### src/rtl/control_mult_sumador.sv
// control_mult_sumador: multi-cycle shift-and-add unsigned multiplier controller.
// It drives an external N-bit ripple adder (SumadorNbits) through the add_*
// ports. Each clock consumes one partial product. A start pulse accepted in
// IDLE runs N add/shift steps. The 2N-bit product is then presented together
// with a one-cycle done pulse.
//
// Ports:
//   clk, reset        clock; synchronous active-high reset
//   start, a, b       request and operands, captured on the accepting edge
//   busy              high during the N RUN cycles
//   done              one-cycle completion pulse
//   product           registered 2N-bit result, held until next completion
//   ovf               (MULT_OVF_EN only) product does not fit in N bits
//   add_a/add_b/add_cin  adder operands (combinational from registers)
//   add_sum/add_cout  adder result, consumed in the same cycle
//
// Optional feature macro: MULT_OVF_EN adds the registered ovf output.
module control_mult_sumador #(
  parameter int unsigned N = 8
) (
  input  logic           clk,
  input  logic           reset,
  input  logic           start,
  input  logic [N-1:0]   a,
  input  logic [N-1:0]   b,
  output logic           busy,
  output logic           done,
  output logic [2*N-1:0] product,
`ifdef MULT_OVF_EN
  output logic           ovf,
`endif
  output logic [N-1:0]   add_a,
  output logic [N-1:0]   add_b,
  output logic           add_cin,
  input  logic [N-1:0]   add_sum,
  input  logic           add_cout
);

  localparam int unsigned CW = $clog2(N + 1);

  typedef enum logic [1:0] {
    IDLE = 2'd0,
    RUN  = 2'd1,
    DONE = 2'd2
  } state_t;

  state_t          state;
  logic [N-1:0]    m;
  logic [N-1:0]    acc;
  logic [N-1:0]    q;
  logic [CW-1:0]   cnt;

  logic            step_c;
  logic [N-1:0]    step_s;
  logic [N-1:0]    acc_next;
  logic [N-1:0]    q_next;
  logic [2*N-1:0]  product_next;
  logic            last_step;

  // The adder only sees M when the current multiplier bit is set.
  always_comb begin
    add_a   = '0;
    add_b   = '0;
    add_cin = 1'b0;
    if (state == RUN) begin
      add_a = acc;
      if (q[0]) add_b = m;
    end
  end

  // One shift-and-add step. The carry-out is shifted into the top of ACC.
  always_comb begin
    step_c = 1'b0;
    step_s = acc;
    if (q[0]) begin
      step_c = add_cout;
      step_s = add_sum;
    end
    acc_next     = {step_c, step_s[N-1:1]};
    q_next       = {step_s[0], q[N-1:1]};
    product_next = {acc_next, q_next};
  end

  assign last_step = (cnt == CW'(N - 1));

  // Sequencer with registered status and result.
  always_ff @(posedge clk) begin
    if (reset) begin
      state   <= IDLE;
      m       <= '0;
      acc     <= '0;
      q       <= '0;
      cnt     <= '0;
      product <= '0;
      busy    <= 1'b0;
      done    <= 1'b0;
`ifdef MULT_OVF_EN
      ovf     <= 1'b0;
`endif
    end else begin
      done <= 1'b0;
      case (state)
        IDLE: begin
          if (start) begin
            m     <= a;
            q     <= b;
            acc   <= '0;
            cnt   <= '0;
            busy  <= 1'b1;
            state <= RUN;
          end
        end
        RUN: begin
          acc <= acc_next;
          q   <= q_next;
          cnt <= cnt + CW'(1);
          if (last_step) begin
            product <= product_next;
`ifdef MULT_OVF_EN
            ovf     <= |product_next[2*N-1:N];
`endif
            busy    <= 1'b0;
            done    <= 1'b1;
            state   <= DONE;
          end
        end
        DONE: begin
          state <= IDLE;
        end
        default: begin
          state <= IDLE;
        end
      endcase
    end
  end

endmodule

### config.mk
export PLATFORM = sky130hd
export DESIGN_NAME = control_mult_sumador
export DESIGN_NICKNAME = d
export VERILOG_FILES = /design/src/rtl/control_mult_sumador.sv
export SDC_FILE = /design/constraint.sdc
export NUM_CORES = 1
export LEC_CHECK = 0
export ABC_AREA = 1
export CORE_AREA = 2 2 80 82
export DETAILED_ROUTE_END_ITERATION = 16
export DIE_AREA = 0 0 82 84
export GPL_TIMING_DRIVEN = 1
export PLACE_DENSITY = 0.69
export SYNTH_ARGS = -nofsm -noshare
export SYNTH_HDL_FRONTEND = slang
export SYNTH_SLANG_ARGS = --single-unit
### constraint.sdc
create_clock -name clk -period 4 [get_ports clk]
set_input_delay 0.8 -clock clk [delete_from_list [all_inputs] [get_ports clk]]
set_output_delay 0.8 -clock clk [all_outputs]
set_load 0.05 [all_outputs]
### Word level (Yosys, flattened, before mapping)

Cells that the tools add are included.
W data, S select, Z words.

* register bits after elaboration: 48
* output and inout bits: 35
* logic and storage cells: 40

* add/sub/neg operators: 1
* eq/ne operators: 4
* muxes and demuxes: 18
* bitwise logic cells: 1
* reduce and logical (&&, ||, !) cells: 8

Operators by type and width (number)
* $mux W8: 6
* $pmux W8 S2: 2
* $pmux W4 S2: 1
* $reduce_and A2 Y1: 4
* $add A4 B1 Y4 const B: 1
* $eq A4 B3 Y1 const B: 1
* $mux W1: 4
* $mux W2: 2
* $mux W4: 1
* $ne A2 B2 Y1 const B: 2
* $pmux W2 S2: 1
* $reduce_and A3 Y1: 1
* $eq A2 B1 Y1 const B: 1
* $logic_not A2 Y1: 1
* $pmux W1 S2: 1
* $reduce_bool A2 Y1: 1
* $reduce_or A2 Y1: 1
* $not A1 Y1: 1

### Depth between registers and ports, before layout

Gate-level depths: netlist of run 1.

* depth after elaboration: 3
* gate-level depth with buffers: 8
* gate-level depth less buffers: 7

### Least setup slack after synthesis of run 1

OpenSTA, ideal clock, no wires.

* kind: register to output
* start: register state[1]
* end: output add_b[1]
* arrival time: 1.770 ns
* path slack: 1.430 ns
* stages on the path, launching flop included: 5
* buffers on the path: 1
* cells stage by stage: dfxtp_1 -> inv_1 -> nand2_2 -> buf_4 -> nor3_1

* cells in the longest elaborated chain, start to end: 2

Ends and longest elaborated chain
* start: declaration: line 47 `state_t state;`
* start signal: assignment: line 89 `state <= IDLE;`
* start signal: assignment: line 110 `state <= RUN;`
* start signal: assignment: line 124 `state <= DONE;`
* $eq A2 B1 Y1: line 65 `if (state == RUN) begin`
* $mux W8: line 65
* end: declaration: line 33 `output logic [N-1:0] add_b,`

No other way between the ends.

### Worst setup path in the final report of run 1

* start: register state[0]
* end: output add_b[1]

The elaborated chain is that of the path after synthesis.

==> results.yml, run 1 <==
layout:
  drive_above_1_share: 0.0682
  nets: 380
  n_fill_cell: 604
  n_antenna_cell: 0
  fin_area_mm2: 0.00283
  area_delta_synth_final_pct: 35.2
sta:
  setup_violations: 0
  relSlewSlack: 0.527
  fin_ws_ns: 0.933
  fin_skew_ns: 0.00913
  slew_violations: 0
  rsz0062_at_grt: "no"
  worst_pin_slew_ns: 0.708
  setup-tns-final_ns: 0
  period_share: 0.767
  min_period_ns: 3.07
  final-hold-violation-count: 0
  holdWs_ns: 0.469
  fmax_mhz: 326
floorplanning:
  initial_utilization: 0.344
  dieArea_mm2: 0.00689
  core_area_mm2: 0.00610
  dieWidth_um: 82
  die_y_um: 84
  io_pins: 63
  core.rowCount: 29
drt:
  wl_per_cell_um: 11.5
  vias: 1984
  vias_per_cell: 4.62
  drt_wl_total_mm: 4.93
  drc: 0
  initialDrtViolationCount: 117
  firstDrtPassIters: 4
  ant_nets: 0
global_route:
  track_usage: 0.152
  grt_pass1_vias: 1837
  grt_overflow: 0
  grt_pass1_wl_mm: 8.34
  grt_max_degree: 33
  antenna_found_initial: 0
placement:
  io_buffers: 61
  gp_congestion: 0.757
  place_ws_ns: 1.25
  dpl_cell_area_mm2: 0.00273
  hpwl_mm: 3.52
yosys:
  yosys.cell_count.top_type: "nand2_1"
  yosysSeqAreaShare: 0.459
  yosysWarnings: 0
  yosys_most_used_dff: "dfxtp_1"
  synthesis.area_mm2: 0.00209
  synth_top_area_cell: "dfxtp_1"
  syn_area_per_cell_um2: 7.05
  syn_inst: 297
  synthArstFlopShare: 0
  synth_edf_count: 0
  ys_seq_elements: 48
  yosysUniqueCellTypes: 22
  synth_common_cells: "82 x nand2_1, 48 x dfxtp_1, 47 x nor2_1"
  synthTopCellsByArea: "dfxtp_1 46%, nand2_1 15%, nor2_1 8.4%"
  synth_top_area_share: 0.459
  synthesis.nets: 326
hold_path:
  hold_class: "register to register"
  whs_path_depth: 2
clock_tree:
  htreeDepth: 2
  clock_latency_ns: 0.29
  cts_made_buffers: 5
  cts_resized: 0
  numClockSinks: 48
  postCtsHoldBufs: 0
  cts_tree: "built"
  cts_setup_buffers: 0
  cts_buffer_depth: 2
  cts_root_buf: "clkbuf_8"
  path_clk_slew_ns: 0.09
status:
  outcome: "finished clean"
worst_setup_path:
  path_cells: "nand2_2, nor3_1, clkdlybuf4s50_1"
  worstPathRequired_ns: 3.20
  cp_max_fo: 32
  slowest_stage: "clkdlybuf4s50_1"
  critPathArrivalTime_ns: 2.27
  critPathLaunchType: "register"
  cp-end-kind: "output pin"
  critPathMaxStageDelay_ns: 0.84
  reg2reg_slack_ns: 2.35
  reg2reg_depth: 4
  critPathKind: "register to output pin"
power:
  powerDensity_mw_per_mm2: 345
  leakagePower_uw: 0.00107
  max-vdd-ir-drop_mv: 0.211
  finalPower_uw: 977
run:
  cap_violations: 0
metal layers:
| metal | track usage | part of all wire |
|---|---|---|
| met4 | 0.0455 | 0.013 |
| met3 | 0.0227 | 0.036 |
| met1 | 0.208 | 0.47 |
| met5 | 0 | 0 |
| met2 | 0.245 | 0.49 |
where the power goes:
part,leakage [uW],internal (uW),switching (uW)
Combinational,0.000628,52.0,83.0
Sequential,0.000391,496,8.90
Clock,0.0000552,186,152
critical path, delay by kind of cell, from the launching register on:
kind | cells | cell delay [ns]
flip-flops | 1 | 0.45
AND/OR/NAND/NOR | 2 | 0.68
buffers and inverters | 1 | 0.84
cell usage in the layout (no fill, tap or decap), types with 5 or more instances in the layout:
cell / n
nand2_1: 82
clkdlybuf4s50_1: 61
dfxtp_1: 48
nor2_1: 47
inv_1: 24
a21oi_1: 24
o21ai_0: 22
nand3_1: 14
o21ai_2: 7
clkbuf_8: 5
per-stage QoR:
stage,std cells,util
detailed placement,421,0.447
CTS,429,0.465
finish,429,0.465
floorplan,297,-
global route,429,0.465
global placement,421,0.447
layout make-up:
cell class	instances	area, um^2	area share
sequential	48	961	0.339
multi-input combinational	208	948	0.335
clock buffer	6	72.6	0.0256
inverter	25	93.8	0.0331
timing repair buffer	63	626	0.221
tap	77	96.3	0.0340
clock inverter	2	35.0	0.0124
final timing paths:
path	start	to
max	state[0]	add_b[1]
min	product[11]	product[11]
max reg2reg	state[0]	product[1]
min reg2reg	product[11]	product[11]
cells by family (layout without fill, tap and decap cells):
family,after synthesis,after routing,share of synthesized area
other,1,1,0.00179
buffers and inverters,41,96,0.0884
AO/OA/AOI/OAI,54,54,0.147
AND/OR/NAND/NOR,152,152,0.298
adder cells (fa/ha/maj),1,1,0.00597
flip-flops,48,48,0.459
flip-flops by register name, summed over array words and instances (netlist names):
register and count:
state 2, m 8, busy 1, acc 8, done 1, cnt 4
q 8, product 16
(Power assumes the default switching activity.)
==> run 2, diff against run 1 <==
==> constraint.sdc (replaced) <==
create_clock -name clk -period 2.95 [get_ports clk]
set_input_delay 0.59 -clock clk [delete_from_list [all_inputs] [get_ports clk]]
set_output_delay 0.59 -clock clk [all_outputs]
set_load 0.05 [all_outputs]
==> run 2 against run 1 <==
  * Critical path depth unchanged
  * Worst hold slack lost 0.0019 ns
  * Via count fell by 1.5%
  * Clock-buffer cell count fell by 1
==> results.yml, run 2 (synthesized netlist as in run 1, its figures left out) <==
status:
  outcome: "finished clean"
drt:
  drt_wl_total_mm: 4.93
  initialDrtViolationCount: 162
  wl_per_cell_um: 11.5
  vias: 1955
  drc: 0
  firstDrtPassIters: 4
  vias_per_cell: 4.57
  ant_nets: 0
sta:
  relSlewSlack: 0.477
  setup-tns-final_ns: 0
  fin_skew_ns: 0.0134
  rsz0062_at_grt: "no"
  period_share: 0.891
  setup_violations: 0
  worst_pin_slew_ns: 0.784
  fmax_mhz: 380
  min_period_ns: 2.63
  slew_violations: 0
  final-hold-violation-count: 0
  fin_ws_ns: 0.322
floorplanning:
  initial_utilization: 0.344
  io_pins: 63
  dieWidth_um: 82
  dieArea_mm2: 0.00689
  core_area_mm2: 0.00610
  core.rowCount: 29
  die_y_um: 84
worst_setup_path:
  cp_max_fo: 32
  reg2reg_depth: 5
  critPathKind: "register to output pin"
  cp-end-kind: "output pin"
  crit_start: "state[0]"
  r2r_start: "state[0]"
  slowest_stage: "clkdlybuf4s50_1"
  critPathMaxStageDelay_ns: 0.82
  path_cells: "nand2_4, nor2_1, clkdlybuf4s50_1"
  critPathArrivalTime_ns: 2.04
  critPathLaunchType: "register"
  worstPathRequired_ns: 2.36
placement:
  gp_congestion: 0.769
  dpl_cell_area_mm2: 0.00272
  dpl.cell_count: 421
  io_buffers: 61
  hpwl_mm: 3.46
  place_ws_ns: 0.447
power:
  clockPowerShare: 0.383
  p_switching_uw: 330
  leakagePower_uw: 0.00109
  max-vdd-ir-drop_mv: 0.266
  p_comb_frac: 0.128
  swShare: 0.234
  powerDensity_mw_per_mm2: 492
  seqPwrFrac: 0.489
  internal-power_uw: 1080
layout:
  n_antenna_cell: 0
  final_cell_count_no_fill: 428
  n_fill_cell: 622
  seqCellArea_um2: 961
  top_register: "product"
  fin_area_mm2: 0.00286
  layout_commonest_cell: "nand2_1"
  nets: 380
  largest_register_ffs: 16
  drive_above_1_share: 0.0712
  multi_input_area_um2: 953
  area_delta_synth_final_pct: 36.4
  mostFrequentLayoutCells: "82 x nand2_1, 60 x clkdlybuf4s50_1, 48 x dfxtp_1"
clock_tree:
  numClockSinks: 48
  cts_setup_buffers: 0
  path_clk_slew_ns: 0.07
  htreeDepth: 2
  cts_made_buffers: 5
  clock_latency_ns: 0.30
  cts_tree: "built"
  cts_resized: 0
  postCtsHoldBufs: 0
  cts_buffer_depth: 2
  cts_root_buf: "clkbuf_8"
global_route:
  track_usage: 0.151
  grt_pass1_wl_mm: 8.16
  grt_max_degree: 33
  antenna_found_initial: 0
  grt_pass1_vias: 1800
  grt_overflow: 0
hold_path:
  min_from: "acc[7]"
  hold_class: "register to register"
  whs_path_depth: 2
run:
  cap_violations: 0
-- run 2: cell types whose count changed in the layout (fill, tap and decap cells not counted) --
cell / previous run / this run
buf_4: 2 / 3
bufinv_16: 1 / 2
clkbuf_1: 1 / 0
clkdlybuf4s50_1: 61 / 60
clkinv_2: 1 / 0
nand2_2: 2 / 1
nand2_4: 1 / 2
-- run 2: layer usage --
| metal | GRT usage | vias to the layer above | share of wire |
|---|---|---|---|
| li1 | - | 1033 | - |
| met1 | 0.195 | 875 | 0.46 |
| met2 | 0.247 | 41 | 0.48 |
| met3 | 0.0292 | 6 | 0.044 |
| met4 | 0.0500 | 0 | 0.013 |
| met5 | 0 | - | 0 |
-- run 2: stage by stage --
step / total power, uW / hold WS (ns) / util
final: 1410 / 0.467 / 0.469
after floorplan: 820 / 0.431 / -
after global placement: 881 / 0.444 / 0.447
after detailed placement: 885 / 0.457 / 0.447
after CTS: 1420 / 0.470 / 0.468
after global routing: 1470 / 0.489 / 0.469
-- run 2: path summary, 6_finish.rpt --
path / slack (ns) / end
setup / recovery: 0.32 / add_b[6]
hold / removal: 0.47 / acc[7]
setup reg to reg: 1.43 / product[1]
hold reg to reg: 0.47 / acc[7]
-- run 2: layout make-up --
| cell class | count | area share |
|---|---|---|
| inverters | 25 | 0.0329 |
| well taps | 77 | 0.0337 |
| flip-flops and latches | 48 | 0.336 |
| clock buffers | 5 | 0.0241 |
| multi-input cells | 208 | 0.334 |
| repair buffers | 63 | 0.218 |
| clock inverters | 2 | 0.0210 |
-- run 2: power by group through the flow --
stage | Combinational, uW | Clock, uW | Sequential [uW]
2_1_floorplan | 119 | 0 | 702
3_3_place_gp | 179 | 0 | 702
3_5_place_dp | 181 | 0 | 703
4_1_cts | 182 | 550 | 688
5_1_grt | 203 | 578 | 692
6_report | 180 | 538 | 688
-- run 2: worst max-delay path, delay by kind of cell (launching register included) --
kind	cells	cell delay [ns]
buffers and inverters	1	0.82
DFF	1	0.48
and+or+nand+nor	2	0.45
